===== src/rtl/cache_pkg.sv =====
// Shared cache constants, resolver FSM state type and response record.
package cache_pkg;

   localparam int WAYS         = 8;
   localparam int WAY_NO_SIZE  = 3;
   localparam int SETS         = 64;
   localparam int SET_IDX_SIZE = 6;
   localparam int TAG_SIZE     = 22;

   typedef enum logic [1:0] {
      IDLE    = 2'd0,
      RESOLVE = 2'd1,
      RESPOND = 2'd2
   } resolver_state_e;

   typedef struct packed {
      logic                   hit;
      logic [WAY_NO_SIZE-1:0] hit_way;
      logic [WAY_NO_SIZE-1:0] victim_way;
      logic                   err;
   } resolve_resp_t;

   function automatic logic [WAY_NO_SIZE:0] count_ones(input logic [WAYS-1:0] vec);
      logic [WAY_NO_SIZE:0] cnt;
      cnt = '0;
      for (int i = 0; i < WAYS; i++) begin
         cnt = cnt + {{WAY_NO_SIZE{1'b0}}, vec[i]};
      end
      return cnt;
   endfunction

endpackage


===== src/rtl/way_hit_resolver_plru_tree.sv =====
// Combinational tree-PLRU: victim walk over the current bits and the
// updated bits after touching access_way.
module plru_tree
   import cache_pkg::*;
(
   input  logic [WAYS-2:0]        bits_in,
   input  logic [WAY_NO_SIZE-1:0] access_way,
   output logic [WAY_NO_SIZE-1:0] victim_way,
   output logic [WAYS-2:0]        bits_out
);

   logic [WAY_NO_SIZE-1:0] node_v_s;
   logic [WAY_NO_SIZE-1:0] node_u_s;

   // Victim walk: follow each node bit from the root (0 = lower half).
   always_comb begin
      node_v_s   = '0;
      victim_way = '0;
      for (int lvl = 0; lvl < WAY_NO_SIZE; lvl++) begin
         victim_way[WAY_NO_SIZE-1-lvl] = bits_in[node_v_s];
         node_v_s = WAY_NO_SIZE'({node_v_s, 1'b1} + {{WAY_NO_SIZE{1'b0}}, bits_in[node_v_s]});
      end
   end

   // Kept separate from the walk so access_way (which may be the victim) forms no loop.
   always_comb begin
      node_u_s = '0;
      bits_out = bits_in;
      for (int lvl = 0; lvl < WAY_NO_SIZE; lvl++) begin
         bits_out[node_u_s] = ~access_way[WAY_NO_SIZE-1-lvl];
         node_u_s = WAY_NO_SIZE'({node_u_s, 1'b1} + {{WAY_NO_SIZE{1'b0}}, access_way[WAY_NO_SIZE-1-lvl]});
      end
   end

endmodule


===== src/rtl/way_hit_resolver.sv =====
// Resolves hit/miss, hit way, victim way and error for one cache lookup,
// maintaining per-set tree-PLRU state behind a valid/ready handshake.
module way_hit_resolver
   import cache_pkg::*;
(
   input  logic                          clk,
   input  logic                          rst,
   input  logic                          req_valid,
   output logic                          req_ready,
   input  logic [SET_IDX_SIZE-1:0]       set_index,
   input  logic [WAYS-1:0]               comp_result,
   input  logic [WAYS*WAY_NO_SIZE-1:0]   way_no_in,
   input  logic [WAYS-1:0]               valid_bits,
   output logic                          resp_valid,
   input  logic                          resp_ready,
   output logic                          hit,
   output logic [WAY_NO_SIZE-1:0]        hit_way,
   output logic [WAY_NO_SIZE-1:0]        victim_way,
   output logic                          err
);

   resolver_state_e                state_r, state_next_s;
   logic                           req_ready_r, resp_valid_r, accept_s;
   resolve_resp_t                  resp_r, resp_next_s;
   logic [SET_IDX_SIZE-1:0]        set_r;
   logic [WAYS-1:0]                comp_r, valid_r, match_s;
   logic [WAYS*WAY_NO_SIZE-1:0]    way_no_r;
   logic [WAYS-2:0]                plru_r [SETS];
   logic [WAYS-2:0]                plru_cur_s, plru_new_s;
   logic [WAY_NO_SIZE-1:0]         hit_way_s, invalid_way_s, plru_victim_s, access_way_s, chosen_no_s;
   logic                           any_invalid_s;

   assign accept_s   = (state_r == IDLE) && req_valid && req_ready_r;
   assign plru_cur_s = plru_r[set_r];

   plru_tree u_plru (
      .bits_in    (plru_cur_s),
      .access_way (access_way_s),
      .victim_way (plru_victim_s),
      .bits_out   (plru_new_s)
   );

   // Next-state logic.
   always_comb begin
      state_next_s = state_r;
      case (state_r)
         IDLE:    state_next_s = accept_s ? RESOLVE : IDLE;
         RESOLVE: state_next_s = RESPOND;
         RESPOND: state_next_s = resp_ready ? IDLE : RESPOND;
         default: state_next_s = IDLE;
      endcase
   end

   // Hit/victim resolution; way 0 is identified only through its match bit.
   always_comb begin
      match_s       = comp_r & valid_r;
      any_invalid_s = ~(&valid_r);
      hit_way_s     = '0;
      invalid_way_s = '0;
      for (int w = WAYS-1; w >= 0; w--) begin
         hit_way_s     = match_s[w]  ? WAY_NO_SIZE'(w) : hit_way_s;
         invalid_way_s = !valid_r[w] ? WAY_NO_SIZE'(w) : invalid_way_s;
      end
      chosen_no_s = way_no_r[hit_way_s*WAY_NO_SIZE +: WAY_NO_SIZE];
      resp_next_s = '0;
      resp_next_s.hit = |match_s;
      if (|match_s) begin
         resp_next_s.hit_way = hit_way_s;
         resp_next_s.err     = (count_ones(match_s) > {{WAY_NO_SIZE{1'b0}}, 1'b1}) ||
                               (chosen_no_s != hit_way_s);
         access_way_s        = hit_way_s;
      end else begin
         resp_next_s.victim_way = any_invalid_s ? invalid_way_s : plru_victim_s;
         access_way_s           = resp_next_s.victim_way;
      end
   end

   // FSM, handshake flags, captured request and registered response.
   always_ff @(posedge clk) begin
      if (rst) begin
         state_r      <= IDLE;
         req_ready_r  <= 1'b0;
         resp_valid_r <= 1'b0;
         resp_r       <= '0;
         set_r        <= '0;
         comp_r       <= '0;
         valid_r      <= '0;
         way_no_r     <= '0;
      end else begin
         state_r      <= state_next_s;
         req_ready_r  <= (state_next_s == IDLE);
         resp_valid_r <= (state_next_s == RESPOND);
         if (state_r == RESOLVE) begin
            resp_r <= resp_next_s;
         end
         if (accept_s) begin
            set_r    <= set_index;
            comp_r   <= comp_result;
            valid_r  <= valid_bits;
            way_no_r <= way_no_in;
         end
      end
   end

   // PLRU storage; a write coinciding with reset is dropped.
   always_ff @(posedge clk) begin
      if (rst) begin
         for (int s = 0; s < SETS; s++) begin
            plru_r[s] <= '0;
         end
      end else if (state_r == RESOLVE) begin
         plru_r[set_r] <= plru_new_s;
      end
   end

   assign req_ready  = req_ready_r;
   assign resp_valid = resp_valid_r;
   assign hit        = resp_r.hit;
   assign hit_way    = resp_r.hit_way;
   assign victim_way = resp_r.victim_way;
   assign err        = resp_r.err;

endmodule

===== config.mk =====
export PLATFORM = sky130hd
export DESIGN_NAME = way_hit_resolver
export DESIGN_NICKNAME = d
export VERILOG_FILES = /design/src/rtl/cache_pkg.sv /design/src/rtl/way_hit_resolver_plru_tree.sv /design/src/rtl/way_hit_resolver.sv
export SDC_FILE = /design/constraint.sdc
export NUM_CORES = 1
export LEC_CHECK = 0
export CELL_PAD_IN_SITES_DETAIL_PLACEMENT = 1
export CELL_PAD_IN_SITES_GLOBAL_PLACEMENT = 1
export CORE_MARGIN = 10
export CORE_UTILIZATION = 56
export CTS_CLUSTER_DIAMETER = 120
export DETAILED_ROUTE_END_ITERATION = 8
export HOLD_SLACK_MARGIN = 0.08
export PLACE_DENSITY = 0.85
export SKIP_CTS_REPAIR_TIMING = 1
export SLEW_MARGIN = 20
export SYNTH_ARGS = -nofsm -noshare
export SYNTH_HDL_FRONTEND = slang
export SYNTH_SLANG_ARGS = --single-unit

===== constraint.sdc =====
create_clock -name clk -period 11.1 [get_ports clk]
set_input_delay 1.11 -clock clk [delete_from_list [all_inputs] [get_ports clk]]
set_output_delay 1.11 -clock clk [all_outputs]
set_load 0.1 [all_outputs]

Word-level counts from Yosys, hierarchy flattened. Memory sizes are Yosys's and may differ from the RTL's. A register that Yosys moved wholly into a read port is not among the register bits. Cells that the tools add are included.

Flip-flop bits (word level): 58. RAM bits: 448. Memories kept: 1.

Memory list: plru_r (depth 64, width 7, read ports 1, clocked after memory_dff 1, write ports 64, line way_hit_resolver.sv:28) `logic [WAYS-2:0] plru_r [SETS];`.

Add/subtract/negate cells: 11. Multiply operators: 1. Order comparisons: 7. Equal/unequal tests: 4. Shift operators: 1. Multiplexer cells: 44. Bitwise logic cells: 4. Reduce and logical (&&, ||, !) cells: 10.

Operators with widths (number): 3-bit 2-to-1 mux (20); 24-bit by 6-bit indexed part select with 3-bit output (1); 6-bit 2-to-1 mux (3); 4-bit by 1-bit adder with 4-bit output (4); 3-bit by 4-bit < comparator with 1-bit output (second input constant) (4); 7-bit bitwise mux (2); 1-bit 2-to-1 mux (12); 8-bit AND (1); 8-bit AND reduction (1); 8-bit OR reduction (1); 7-bit 2-to-1 mux (1); 7-bit OR reduction (1); 3-bit by 1-bit adder with 3-bit output (2); 1-bit binary-select mux with 3-bit select (2); 1-bit demux with 3-bit select (2); 3-bit by 1-bit greater-or-equal comparator with 1-bit output (second input constant) (2); 2-bit one-hot mux with 3 select lines (1); 3-bit by 2-bit multiplier with 5-bit output (second input constant) (1); 1-bit by 1-bit adder with 2-bit output (first input constant) (2); 3-bit by 1-bit adder with 4-bit output (1); 2-bit == test (second input constant) (2); 4-bit by 1-bit > comparator with 1-bit output (second input constant) (1); 1-bit logical AND (4); 2-bit logical NOT (2); 7 further kinds (9).

Longest topological paths before layout.
Depth in word-level cells: 18. Depth in mapped cells: 19. Mapped depth without buffers: 13.

Modules after synthesis. A second synthesis with hierarchy kept.

Cell total of the unflattened synthesis: 1705. Area total of the unflattened synthesis: 23466.3 µm².

Modules (own cells, without submodules): way_hit_resolver (times used 1, cells each 1681, area an instance 23266.1 µm², sequential area each 14734.1 µm²); plru_tree (times used 1, cells each 24, area an instance 200.2 µm², sequential area each 0.0 µm²).

Least setup slack after synthesis. OpenSTA, ideal clock, no wires.

Kind: reg-to-reg. Start point: register with a tool-made name. End point: memory plru_r[0][0] (netlist bit), data pin. Setup time: 0.262 ns. Arrival time: 3.691 ns. Path slack: 7.147 ns. Stages on the path, launching flop included: 14. Cells stage by stage: dfxtp_1 -> buf_4 -> buf_2 -> mux4_2 -> a2111oi_0 -> a21oi_1 -> a31oi_1 -> mux2_2 -> o31a_2 -> ha_1 -> nand2b_1 -> o21ai_2 -> buf_2 -> a21oi_2.

RTL lines (line): end, declared (way_hit_resolver.sv:28).

==> qor.txt <==
pin count of the biggest net entering global routing: 86
routed wl met3: 6010 µm
count leader, synth: edfxtp_1
initial antenna violation count: 0
vias in the first global route: 16,300
synthesis-stage register bit count: 512
Seq. cell area: 14,700 µm²
drt pass-1 iters: 7
WHS: 0.455 ns
total track usage: 27.3%
max incr delay on CP: 0.70 ns
post-synth top area cell: edfxtp_1
FILL cells: 3,932
highest routed layer: met4
Area contributors post-synth: edfxtp_1 58%, mux4_2 9.7%, nor2_1 6.9%, dfxtp_1 5.5%, nand2_1 3.0%
Final GP Congestion: 0.871
simple-gate area share of the yosys netlist: 13.4%
first-pass GRT wire length: 104,000 µm
setup violators final: 0
Final min period: 6.43 ns
Area Growth Syn to Fin: 10.2%
ant diodes: 0
row cnt: 74
EDFF count, synth: 448
M1 wire length: 25,500 µm
count of cell types in the netlist: 62
mux cell area share after synthesis: 12.7%
Synth top cells by count: 448 x edfxtp_1, 426 x nor2_1, 187 x nand2_1
register area share after synthesis: 63.4%
WP data required: 11.43 ns
Final ANT Viol Nets: 0
maximum clock insertion buffer count: 3
Clock Sinks: 512
Synth Area in Compound Gates: 6.46%
multi-input logic area: 7780 µm²
share of layout cells above drive strength 1: 16.0%
vias: 15,300
I/O Buffers: 59
gr ovfl total: 0
skew final: 0.0211 ns
H-tree level count: 2
Util after Layout: 62.7%
die height: 224 µm
CP Class: flip-flop to flip-flop
CP Data Arrival Time: 6.76 ns
post-synth top area share: 57.8%
Hold Vio Cnt, Final: 0
Clock Latency Late Sink: 0.61 ns
full die area: 50,100 µm²
Starting Density: 56.8%
number of CTS-inserted buffers: 52
maximum vdd drop: 0.000132 V
Post-synth top flop: edfxtp_1
xor/xnor cell area share of the yosys netlist: 0%
Syn Inst Count: 1,768
Die X: 224 µm
CP max FO: 44
Crit-path slowest cell: dfxtp_4
HP Class: flip-flop to flip-flop
syn_nets: 1,830
CTS tree: done
unrepaired setup endpoints after global routing: false
synthesized area per cell: 13.2 µm²
CP Cell Sequence: buf_4 > mux4_1 > mux4_2 > o22ai_1 > nor3_1 > a31oi_1 > mux2_2 > o31a_2 > inv_2 > ha_1 > nor2_1 > a31oi_4 > buf_4 > nor2_1
HPWL after DPL: 44,000 µm
Async SR Flop Fraction: 0%
Clock Root Buffer: clkbuf_16
DRC: 0
Post-Synth Adder-Cell Area: 0.775%
WL final: 69,000 µm
pwr/cell area: 167 nW/µm²
Critical Path Sink Type: flip-flop
run status: finished clean
Synth warnings: 0
vias per cell: 6.50
max_slew headroom: 23.4%
Final Max Tran Viols: 0
Worst Tran Pin Value: 1.15 ns
Net count, final: 1,847
CP startpoint kind: flip-flop
Setup TNS Final: 0 ns
post-DR wirelength/cell: 29.3 µm
maximum clock rate: 156 MHz
routed wl met2: 34,800 µm
Reg clk slew, reported paths: 0.07 ns
max cap viols: 0
Detailed Route Iter0 Violations: 1,705
IO Pins: 60
largest family of logic cells by synthesized area: simple AND/OR/NAND/NOR gates
core footprint: 40,900 µm²
synthesized area: 23,300 µm²
total leakage power: 8.86 nW
Tcrit/Tclk final: 57.9%
## cells by family (layout without fill, tap and decap cells)
| kind of cell | count (synthesis) | count (layout) |
|---|---|---|
| and+or+nand+nor | 742 | 742 |
| DFF | 512 | 512 |
| AOI/OAI and AO/OA | 204 | 204 |
| muxes | 160 | 160 |
| buffers and inverters | 138 | 190 |
| adders and majority gates | 12 | 12 |
## sequential cells by signal, summed over array words and instances, names as in the netlist, named ones only
signal / cells
set_r: 6
victim_way: 3
resp_valid: 1
comp_r: 8
plru_r: 448
err: 1
way_no_r: 24
hit_way: 3
hit: 1
req_ready: 1
state_r: 2
valid_r: 8
## final cells by class
type / count / share of cell area, %
Multi-Input combinational cell: 1118 / 30.3
Inverter: 14 / 0.205
Sequential cell: 512 / 57.5
Clock inverter: 23 / 0.742
Clock buffer: 66 / 5.48
Tap cell: 532 / 2.60
Timing Repair Buffer: 87 / 3.13
## per-stage QoR
step / power (mW) / instance area [µm²] / setup slack, ns / cells
2_1_floorplan: 2.47 / 23300 / 7.15 / 1768
3_3_place_gp: 2.59 / 24000 / 5.13 / 2263
3_5_place_dp: 2.62 / 24000 / 4.78 / 2263
4_1_cts: 4.28 / 25600 / 4.69 / 2352
5_1_grt: 4.39 / 25600 / 4.32 / 2352
6_report: 4.29 / 25600 / 4.67 / 2352
## worst paths after layout
kind,from,cells after the start,slack (ns),end
setup / recovery,flip-flop,14,4.67,plru_r[8][4]
hold / removal,way_no_r[6],2,0.45,way_no_r[6]
setup reg to reg,flip-flop,14,4.67,plru_r[8][4]
hold reg to reg,way_no_r[6],2,0.45,way_no_r[6]
## layer usage
| layer | GRT usage (%) | vias to the layer above |
|---|---|---|
| met3 | 5.74 | 155 |
| li1 | - | 6434 |
| met4 | 11.1 | 0 |
| met1 | 33.7 | 7858 |
| met5 | 0 | - |
| met2 | 46.2 | 844 |
## where the power goes
| group | internal (mW) | switching, mW |
|---|---|---|
| Sequential | 2.15 | 0.0372 |
| Clock | 0.957 | 0.740 |
| Combinational | 0.123 | 0.273 |
| Total | 3.23 | 1.05 |
## cells in the final DEF (no fill, tap or decap), types with 10 or more instances in the layout
cell type / instances
dfxtp_1: 61
edfxtp_1: 448
mux2_2: 11
clkbuf_1: 10
buf_4: 28
clkbuf_16: 53
a21oi_2: 60
nand2b_1: 70
clkdlybuf4s50_1: 58
nor2_1: 426
mux2i_1: 44
mux4_2: 100
nand2_1: 187
a21oi_1: 75
a22oi_1: 24
inv_1: 13
## critical path: cells and delay by family (launching register included)
kind	cells	cell delay, ns
compound gates	4	1.78
simple gates	3	0.36
fa+ha+maj	1	0.29
flops	1	0.70
buf+inv	3	1.33
mux	3	1.60
Power figures use the tool's default switching activity.
